`config.mk`:
```
export PLATFORM = sky130hd
export DESIGN_NAME = fetch_sequencer
export DESIGN_NICKNAME = d
export VERILOG_FILES = /design/src/rtl/fetch_sequencer.sv
export SDC_FILE = /design/constraint.sdc
export NUM_CORES = 1
export LEC_CHECK = 0
export BUFFER_PORTS_ARGS = -buffer_cell sky130_fd_sc_hd__buf_2
export CORE_AREA = 2 2 131 133
export DETAILED_ROUTE_END_ITERATION = 10
export DIE_AREA = 0 0 133 135
export GPL_TIMING_DRIVEN = 0
export PLACE_DENSITY_LB_ADDON = 0.2
export REMOVE_ABC_BUFFERS = 1
export SYNTH_ARGS = -nofsm -noshare
export SYNTH_HDL_FRONTEND = slang
export SYNTH_SLANG_ARGS = --single-unit
```
`constraint.sdc`:
```
create_clock -name Clk -period 4 [get_ports Clk]
set_clock_uncertainty 0.1 [all_clocks]
set_input_delay 0.4 -clock Clk [delete_from_list [all_inputs] [get_ports Clk]]
set_output_delay 0.4 -clock Clk [all_outputs]
set_load 0.02 [all_outputs]
```
`src/rtl/fetch_sequencer.sv`:
```
// fetch_sequencer: owns the program counter and fetches instruction words.
// It presents each word to the decoder for one VALID cycle. It then picks the
// next PC from the decoder's jump_en/immOrLUT: PC+1, PC-relative, or the
// branch-LUT target. A loadable branch-target LUT sits alongside. The program
// runs from Start until the halt word is reached.
module fetch_sequencer #(
  parameter int                 PC_W      = 10,
  parameter int                 INSTR_W   = 9,
  parameter int                 LUT_AW    = 4,
  parameter logic [INSTR_W-1:0] HALT_WORD = 9'h000
) (
  input  logic               Clk,
  input  logic               Reset,
  input  logic               Start,
  input  logic               Stall,
  input  logic [INSTR_W-1:0] imem_data,
  input  logic               jump_en,
  input  logic               immOrLUT,
  input  logic               lut_we,
  input  logic [LUT_AW-1:0]  lut_addr,
  input  logic [PC_W-1:0]    lut_data,
  output logic [PC_W-1:0]    imem_addr,
  output logic               imem_rd_en,
  output logic [INSTR_W-1:0] Instruction,
  output logic               instr_valid,
  output logic [PC_W-1:0]    PC,
  output logic               Done
);

  localparam int OPND_W    = 4;
  localparam int LUT_DEPTH = 1 << LUT_AW;

  typedef enum logic [2:0] {
    ST_IDLE  = 3'd0,
    ST_ISSUE = 3'd1,
    ST_WAIT  = 3'd2,
    ST_VALID = 3'd3,
    ST_DONE  = 3'd4
  } state_t;

  state_t             state_r, state_s;
  logic [PC_W-1:0]    pc_r, pc_s;
  logic [INSTR_W-1:0] instr_r, instr_s;
  logic [PC_W-1:0]    lut_r [LUT_DEPTH];
  logic               lut_wr_s;
  logic [PC_W-1:0]    rel_target_s;
  logic [PC_W-1:0]    lut_target_s;
  logic               idle_like_s;

  // The LUT may only change while no program is running.
  assign idle_like_s  = (state_r == ST_IDLE) || (state_r == ST_DONE);
  assign lut_wr_s     = lut_we && idle_like_s;

  // The 4-bit operand is sign-extended; the PC-width add wraps modulo 2**PC_W.
  assign rel_target_s = pc_r + {{(PC_W-OPND_W){instr_r[OPND_W-1]}}, instr_r[OPND_W-1:0]};
  assign lut_target_s = lut_r[instr_r[LUT_AW-1:0]];

  // State, PC and instruction registers
  always_ff @(posedge Clk or negedge Reset) begin
    if (!Reset) begin
      state_r <= ST_IDLE;
      pc_r    <= '0;
      instr_r <= '0;
    end else begin
      state_r <= state_s;
      pc_r    <= pc_s;
      instr_r <= instr_s;
    end
  end

  // Branch-target LUT storage, cleared by reset
  always_ff @(posedge Clk or negedge Reset) begin
    if (!Reset) begin
      for (int i = 0; i < LUT_DEPTH; i++) begin
        lut_r[i] <= '0;
      end
    end else if (lut_wr_s) begin
      lut_r[lut_addr] <= lut_data;
    end else begin
      lut_r <= lut_r;
    end
  end

  // Next-state, next-PC and instruction capture
  always_comb begin
    state_s = state_r;
    pc_s    = pc_r;
    instr_s = instr_r;
    case (state_r)
      ST_IDLE, ST_DONE: begin
        if (Start) begin
          state_s = ST_ISSUE;
          pc_s    = '0;
        end else begin
          state_s = state_r;
        end
      end
      ST_ISSUE: begin
        if (!Stall) begin
          state_s = ST_WAIT;
        end else begin
          state_s = ST_ISSUE;
        end
      end
      ST_WAIT: begin
        // Memory data is only valid now, so capture it even when stalled;
        // the stall is then absorbed in VALID.
        instr_s = imem_data;
        state_s = ST_VALID;
      end
      ST_VALID: begin
        if (Stall) begin
          state_s = ST_VALID;
        end else if (instr_r == HALT_WORD) begin
          state_s = ST_DONE;
        end else begin
          state_s = ST_ISSUE;
          if (!jump_en) begin
            pc_s = pc_r + {{(PC_W-1){1'b0}}, 1'b1};
          end else if (immOrLUT) begin
            pc_s = lut_target_s;
          end else begin
            pc_s = rel_target_s;
          end
        end
      end
      default: begin
        state_s = ST_IDLE;
      end
    endcase
  end

  assign imem_addr   = pc_r;
  assign PC          = pc_r;
  assign Instruction = instr_r;
  assign imem_rd_en  = (state_r == ST_ISSUE) && !Stall;
  assign instr_valid = (state_r == ST_VALID);
  assign Done        = (state_r == ST_DONE);

endmodule

```
=== Yosys cells after proc, flatten, opt, wreduce, memory -nomap -nowiden ===
Cells that the tools add are included.

* Bits in registers: 182
* Bits of input ports: 30
* Output and inout bits: 32
* Word-level logic and storage cells: 60

* Add/subtract/negate cells: 2
* $lt $le $gt $ge: 3
* Eq/ne operators: 7
* Muxes and demuxes: 17
* Bitwise gates (word level): 2
* Reduce and logical (&&, ||, !) cells: 10

{| class="wikitable"
|+ Operators by type and width
! kind !! number
|-
| $bwmux 160 || 1
|-
| $mux 10 || 8
|-
| $bmux 10 s4 || 1
|-
| $demux 10 s4 || 1
|-
| $pmux 10 s2 || 1
|-
| $pmux 3 s4 || 1
|-
| $add 10x1->10 const B || 1
|-
| $add 10x10->10 || 1
|-
| $ge 5x5->1 const B || 2
|-
| $not 4->5 || 2
|-
| $logic_not 9->1 || 1
|-
| $mux 3 || 3
|-
| $eq 3x2->1 const B || 2
|-
| $ne 2x2->1 const B || 3
|-
| $lt 5x1->1 const B || 1
|-
| $reduce_and 4->1 || 1
|-
| $eq 3x1->1 const B || 1
|-
| $eq 3x3->1 const B || 1
|-
| $logic_and 1x1->1 || 3
|-
| $logic_not 3->1 || 1
|-
| $mux 2 || 1
|-
| $reduce_bool 2->1 || 1
|-
| $reduce_or 2->1 || 1
|-
| $logic_not 1->1 || 1
|-
| $logic_or 1x1->1 || 1
|}

=== Depth between registers and ports, before layout ===
Gate-level depths: netlist (run 1).

* Depth after elaboration: 9
* Depth in mapped cells: 8

=== Worst setup path after synthesis (run 1) ===
No wires, ideal clock.

* Kind: register to register
* From: reg pc_r[0], in the netlist PC[0]
* To: reg pc_r[8], in the netlist PC[8]
* Library setup time: 126 ps
* Data arrival time: 2276 ps
* Slack: 1499 ps
* Stages on the path, launching flop included: 9
* Buffers on the path: 0
* Cell sequence: dfrtp_1 -> ha_1 -> fa_1 -> a21o_1 -> a221oi_1 -> o21bai_1 -> a21oi_1 -> xnor2_1 -> a221o_1

* Word-level cells in the longest chain between the ends: 6

{| class="wikitable"
|+ RTL lines
! item !! line !! RTL
|-
| start, declared || 42 || <nowiki>logic [PC_W-1:0] pc_r, pc_s;</nowiki>
|-
| start signal, assigned || 66 || <nowiki>pc_r <= pc_s;</nowiki>
|-
| $add 10x10->10 || 55 || <nowiki>assign rel_target_s = pc_r + {{(PC_W-OPND_W){instr_r[OPND_W-1]}}, instr_r[OPND_W-1:0]};</nowiki>
|-
| $mux 10 || 120 || <nowiki>end else if (immOrLUT) begin</nowiki>
|-
| $mux 10 (*) || 118 || <nowiki>if (!jump_en) begin</nowiki>
|-
| $mux 10 (*) || 114 || <nowiki>end else if (instr_r == HALT_WORD) begin</nowiki>
|-
| $mux 10 (*) || 112 || <nowiki>if (Stall) begin</nowiki>
|-
| $pmux 10 s2 (*) || 89 || <nowiki>case (state_r)</nowiki>
|}

Every way passes the cells marked *; elsewhere a longest branch is shown, timed or not. The select of a mux whose other input is x is not followed.
A chain may end at the register's enable or synchronous reset.

=== Worst setup path in the final report (run 1) ===
* From: reg instr_r[3], in the netlist Instruction[3]
* To: reg pc_r[8], in the netlist PC[8]

* Word-level cells in the longest chain between the ends: 9

{| class="wikitable"
|+ RTL lines
! item !! line !! RTL
|-
| start, declared || 43 || <nowiki>logic [INSTR_W-1:0] instr_r, instr_s;</nowiki>
|-
| start signal, assigned || 67 || <nowiki>instr_r <= instr_s;</nowiki>
|-
| $not 4->5 (not written as such) || 56 || <nowiki>assign lut_target_s = lut_r[instr_r[LUT_AW-1:0]];</nowiki>
|-
| $bmux 10 s4 || 56 ||
|-
| $mux 10 (not written as such) (2 in a row) || 56 ||
|-
| $mux 10 || 120 ||
|-
| $mux 10 || 118 ||
|-
| $mux 10 || 114 ||
|-
| $mux 10 || 112 ||
|-
| $pmux 10 s2 || 89 ||
|}

Parallel ways exist; a longest one is shown, timed or not. The select of a mux whose other input is x is not followed.

==> results of run 1 <==
-- through the flow --
stage	hold WS, ns	area (µm²)	total power, mW
after global routing	0.0975	9910	7.39
after detailed placement	0.244	9340	5.41
final	0.102	9910	6.97
after floorplan	0.00441	8690	4.62
after global placement	0.366	9270	5.27
after CTS	0.0852	9910	7.03
-- cell type report --
class | instances | area [µm²]
inverter | 4 | 15.0
sequential | 182 | 4560
timing repair buffer | 64 | 380
multi-input combinational | 380 | 4120
fill | 1294 | 6490
clock inverter | 7 | 96.3
clock buffer | 25 | 465
tap | 220 | 275
-- cells by family after synthesis --
kind of cell | count (synthesis)
simple gates | 82
buf+inv | 47
xor+xnor | 12
mux | 224
fa+ha+maj | 11
flops | 182
compound gates | 51
-- power groups by stage --
stage / clock network [mW] / logic, mW / registers [mW]
finish: 1.62 / 2.28 / 3.07
CTS: 1.65 / 2.30 / 3.08
detailed placement: 0 / 2.29 / 3.11
global route: 1.73 / 2.48 / 3.18
global placement: 0 / 2.18 / 3.09
floorplan: 0 / 1.58 / 3.04
-- metal layers --
metal / up-vias / global-route usage / routed length [µm]
li1: 2373 / - / -
met1: 2805 / 0.316 / 8680
met2: 139 / 0.381 / 9380
met3: 29 / 0.0571 / 1050
met4: 0 / 0.0866 / 397
met5: - / 0 / 0
-- repair_timing --
| action | in CTS | in global routing |
|---|---|---|
| setup buffers | 0 | 0 |
| hold endpoints to repair | 53 | 0 |
| endpoints found under the setup margin | 0 | 0 |
| hold buffers | 1 | 0 |
-- worst max path at each step --
| stage | slack, ns | from | endpoint |
|---|---|---|---|
| 6_report | 0.76 | Instruction[3] | PC[8] |
| 5_1_grt | 0.58 | Instruction[3] | PC[8] |
| 4_1_cts | 0.74 | Instruction[3] | PC[8] |
| 3_5_place_dp | 0.74 | Instruction[3] | PC[8] |
| 3_3_place_gp | -0.32 | Instruction[0] | PC[7] |
| 2_1_floorplan | 0.61 | Instruction[0] | PC[8] |
-- placed cells by master, fill, tap and decap left out, types with 7 or more instances in the layout --
cell type,Yosys,layout
dfrtp_1,182,179
nand2_1,23,23
a21oi_1,18,18
buf_2,8,60
nor2_1,8,8
mux2i_1,7,7
mux4_1,11,11
nand3_1,9,9
xnor2_1,8,8
clkbuf_16,0,17
mux2_2,170,170
mux4_2,35,35
clkbuf_1,21,7
o21ai_0,8,8
ha_1,10,10
-- state kept, by name, summed over array words and instances (netlist names) --
name	cells
lut_r	160
PC	10
state_r	3
Instruction	9
-- worst reg2reg max path: stages (launching register included) --
cell and delay, ns:
dfrtp_1 1.25, ha_1 0.47, and3_1 0.21, a221oi_1 0.40
o21bai_1 0.14, a21oi_1 0.19, xnor2_1 0.09, a221o_1 0.29
==> results.sh, run 1 <==
export IMPL_status="complete, no violations"
export IMPL_area_growth_pct=11.0
export IMPL_grt_antenna_before_repair=0
export IMPL_p_sw_mw=2.29
export IMPL_rsz0062_at_grt="false"
export IMPL_syn_area_um2=8930
export IMPL_synth_compound_area_share=0.0377
export IMPL_crit_fanout=27
export IMPL_grt_overflow=0
export IMPL_cts_path_max_buffers=2
export IMPL_reg2reg_from="Instruction[3]"
export IMPL_cts_tree="done"
export IMPL_synthMuxAreaShare=0.344
export IMPL_post_drt_via_cell_ratio=6.06
export IMPL_num_nets_final=690
export IMPL_leakagePower_nw=4.72
export IMPL_synth_fa_ha_area_frac=0.0163
export IMPL_hold_violations=0
export IMPL_holdPathEnd="Instruction[0]"
export IMPL_start_kind="register"
export IMPL_core_um2=16400
export IMPL_yosys_area_share_simple=0.0516
export IMPL_r2r_cells=7
export IMPL_synth_top_cell_by_area="dfrtp_1"
export IMPL_synth_most_common_cell="dfrtp_1"
export IMPL_synthFlopType="dfrtp_1"
export IMPL_grt_pass1_wl_um=31700
export IMPL_drcViolationCount=0
export IMPL_setup_viol=0
export IMPL_clk_latency_ns=0.43
export IMPL_crit_type="reg -> reg"
export IMPL_post_route_period_util=0.809
export IMPL_synth_ff_latch_count=182
export IMPL_yosysWarnings=0
export IMPL_rows=47
export IMPL_diodes=0
export IMPL_path_clk_slew_ns=0.06
export IMPL_hold_path_class="in -> reg"
export IMPL_finalSetupTns_ns=0
export IMPL_cpLargestDelayFamily="flip-flops"
export IMPL_synth_edf_count=0
export IMPL_reg2reg_slack_ns=0.76
export IMPL_min_delay_start="imem_data[0]"
export IMPL_worstHoldPathCells=2
export IMPL_fp_dieW_um=133
export IMPL_p_clk_frac=0.232
export IMPL_crit_buf_inv=0
export IMPL_peakVddDrop_v=0.000347
export IMPL_fin_util=0.604
export IMPL_yosysTopAreaCellShare=0.510
export IMPL_grtUsageTotal=0.236
export IMPL_path_cells="ha_1 > and3_1 > a221oi_1 > o21bai_1 > a21oi_1 > xnor2_1 > a221o_1"
export IMPL_endpoint_kind="register"
export IMPL_powerDensity_nw_per_um2=703
export IMPL_r2r_end="PC[8]"
export IMPL_routed_via_count=5346
export IMPL_worst_slack_ns=0.764
export IMPL_port_buffers=61
export IMPL_synth_seq_area_share=0.510
export IMPL_cp_slowest_cell="dfrtp_1"
export IMPL_avgSynthCellArea_um2=14.7
export IMPL_period_needed_ns=3.24
export IMPL_p_sw_frac=0.329
export IMPL_wirelength_um=19500
export IMPL_relSlewSlack=0.0938
export IMPL_cts_buffers=17
export IMPL_path_depth=7
export IMPL_grt_max_degree=130
export IMPL_synth_cells=609
export IMPL_wl_per_cell_um=22.1
export IMPL_ctsResizeCount=0
export IMPL_tightest_slew_ns=1.36
export IMPL_ant_nets=0
export IMPL_io_pin_count=62
export IMPL_synthArstFlopShare=1.00
export IMPL_dp_cells=849
export IMPL_synth_area_leaders="dfrtp_1 (51%), mux2_2 (21%), mux4_2 (8.8%)"
export IMPL_maxCapViolCount=0
export IMPL_place_ws_ns=0.740
export IMPL_sequentialPowerShare=0.441
export IMPL_cts_max_level=4
export IMPL_required_ns=4.21
export IMPL_drive_above_1_share=0.462
export IMPL_die_height_um=135
export IMPL_drt_iter0_drc=312
export IMPL_pwr_share_comb=0.327
export IMPL_fmax_mhz=309
export IMPL_dieArea_um2=18000
export IMPL_final_cells=882
export IMPL_synth_xor_area_share=0.0118
export IMPL_cp_data_arrival_time_ns=3.45
export IMPL_synth_top_family_by_area="multiplexers"
export IMPL_gp_congestion=0.813
export IMPL_cts_root_buf="clkbuf_16"
export IMPL_clock_sinks=182
export IMPL_slew_viol_final=0
export IMPL_slowest_delay_ns=1.25
export IMPL_drt_pass1_iterations=4
export IMPL_synth_common_cells="dfrtp_1 (182), mux2_2 (170), mux4_2 (35), nand2_1 (23), clkbuf_1 (21)"
export IMPL_grt_pass1_vias=5711
export IMPL_dp_hpwl_um=12400
export IMPL_initial_core_util=0.544
export IMPL_synth_distinct_cells=53
export IMPL_intPower_mw=4.68
Power figures use the tool's default switching activity.
==> run 2, diff against run 1 <==
==> constraint.sdc (replaced) <==
create_clock -name Clk -period 2.9 [get_ports Clk]
set_clock_uncertainty 0.1 [all_clocks]
set_input_delay 0.29 -clock Clk [delete_from_list [all_inputs] [get_ports Clk]]
set_output_delay 0.29 -clock Clk [all_outputs]
set_load 0.02 [all_outputs]
==> run 2 against run 1 <==
  * Sequential share of layout area decreased by 0.71 points
  * Non-clock buffer count increased by 13
  * Combinational power increased by 51%
  * Global-route usage increased by 0.62 points
  * Design area increased by 1.7%
  * Largest power group unchanged
==> results.sh, run 2 (same netlist as run 1, synthesis figures left out) <==
export IMPL_status="complete, no violations"
export IMPL_cts_buffers=17
export IMPL_post_route_period_util=0.938
export IMPL_drt_pass1_iterations=4
export IMPL_busiest_layer="met2"
export IMPL_peakVddDrop_v=0.000608
export IMPL_tightest_slew_ns=1.24
export IMPL_cp_slowest_cell="nor2_2"
export IMPL_cpLargestDelayFamily="simple AND/OR/NAND/NOR gates"
export IMPL_path_cells="nor2_2 > nand2_1 > or3_1 > nor2_2 > mux2_2"
export IMPL_final_seq_area_um2=4570
export IMPL_dieArea_um2=18000
export IMPL_clock_sinks=182
export IMPL_initial_core_util=0.544
export IMPL_grtUsageMet3=0.0514
export IMPL_fillers=1282
export IMPL_cts_tree="done"
export IMPL_design_area_um2=10100
export IMPL_largest_reg_flops=160
export IMPL_cts_root_buf="clkbuf_16"
export IMPL_period_needed_ns=2.72
export IMPL_gp_congestion=0.813
export IMPL_crit_type="reg -> reg"
export IMPL_wirelength_um=20000
export IMPL_met2_usage=0.388
export IMPL_crit_fanout=10
export IMPL_post_drt_via_cell_ratio=6.07
export IMPL_final_common_cell="dfrtp_1"
export IMPL_endpoint_kind="register"
export IMPL_area_growth_pct=12.9
export IMPL_required_ns=3.11
export IMPL_core_um2=16400
export IMPL_final_cell_mix="dfrtp_1 (178), mux2_2 (170), buf_2 (60)"
export IMPL_worst_path_most_repeated_cell="nor2_2"
export IMPL_cp_data_arrival_time_ns=2.93
export IMPL_crit_buf_inv=0
export IMPL_start_kind="register"
export IMPL_hold_violations=0
export IMPL_drcViolationCount=0
export IMPL_fmax_mhz=368
export IMPL_fin_util=0.615
export IMPL_cts_path_max_buffers=2
export IMPL_leakagePower_nw=4.79
export IMPL_multi_input_area_um2=4130
export IMPL_die_height_um=135
export IMPL_rsz0062_at_grt="false"
export IMPL_grt_pass1_vias=5723
export IMPL_fp_dieW_um=133
export IMPL_rows=47
export IMPL_regMostFlops="lut_r"
export IMPL_slowest_delay_ns=0.70
export IMPL_grt_pass1_wl_um=32200
export IMPL_clk_latency_ns=0.43
export IMPL_io_pin_count=62
export IMPL_grt_overflow=0
export IMPL_drt_iter0_drc=335
export IMPL_drive_above_1_share=0.462
export IMPL_use_met1=0.331
export IMPL_hold_path_class="in -> reg"
export IMPL_reg2reg_slack_ns=0.18
export IMPL_dp_hpwl_um=12400
export IMPL_setup_viol=0
export IMPL_grtUsageTotal=0.243
export IMPL_maxCapViolCount=0
export IMPL_relSlewSlack=0.170
export IMPL_routed_via_count=5429
export IMPL_path_clk_slew_ns=0.06
export IMPL_wl_per_cell_um=22.4
export IMPL_grt_max_degree=130
export IMPL_port_buffers=61
export IMPL_ant_nets=0
export IMPL_powerDensity_nw_per_um2=970
export IMPL_slew_viol_final=0
export IMPL_num_nets_final=703
export IMPL_diodes=0
export IMPL_cts_max_level=4
export IMPL_grt_antenna_before_repair=0
export IMPL_place_area_um2=9340
## run 2: cell count changes in the layout (fill, tap and decap cells not counted), sizes merged
cell	change
buf	+4
dlygate4sd3	+9
## run 2: cell type report
type | instances | share of cell area
flip-flops and latches | 182 | 0.453
clock inverters | 7 | 0.00955
inverters | 4 | 0.00149
clock buffers | 25 | 0.0462
multi-input cells | 380 | 0.410
well taps | 220 | 0.0273
repair buffers | 77 | 0.0529
## run 2: path summary, 6_finish.rpt
path,start,cells past startpoint,end
worst min register to register,lut_r[124],1,lut_r[124]
worst max-delay path,state_r[1],5,lut_r[148]
worst max register to register,state_r[1],5,lut_r[148]
min in group asynchronous,Reset,2,Instruction[4]
worst min-delay path,Start,2,state_r[2]
max in group asynchronous,Reset,3,lut_r[109]
## run 2: layer usage
metal  vias up  routed length (µm)
met1      2864                8980
met2       137                9720
li1       2397                   -
met3        31                 945
met4         0                 371
met5         -                   0
## run 2: what timing repair did
item / 4_1_cts / 5_1_grt
buffers inserted: 2 / 2
hold endpoints to repair: 62 / 0
hold buffers: 10 / 0
endpoints found under the setup margin: 4 / 20
resized for setup: 1 / 4
## run 2: through the flow
step	TNS [ns]	hold WS [ns]	cells	power [mW]	setup slack, ns
3_5_place_dp	-0.541	0.134	849	7.46	-0.360
4_1_cts	0	0.00595	893	9.82	0.00776
5_1_grt	0	0.0183	895	10.4	0.0143
6_report	0	0.0220	895	9.78	0.179
2_1_floorplan	-2.50	-0.106	566	6.38	-0.494
3_3_place_gp	-242.06	0.366	847	7.27	-1.42
## run 2: power breakdown
part / total (mW) / internal (mW) / switching, mW / leakage [nW]
Sequential: 4.09 / 3.35 / 0.742 / 2.43
Combinational: 3.45 / 1.91 / 1.55 / 2.08
Clock: 2.24 / 1.30 / 0.940 / 0.274
Total: 9.78 / 6.55 / 3.23 / 4.79
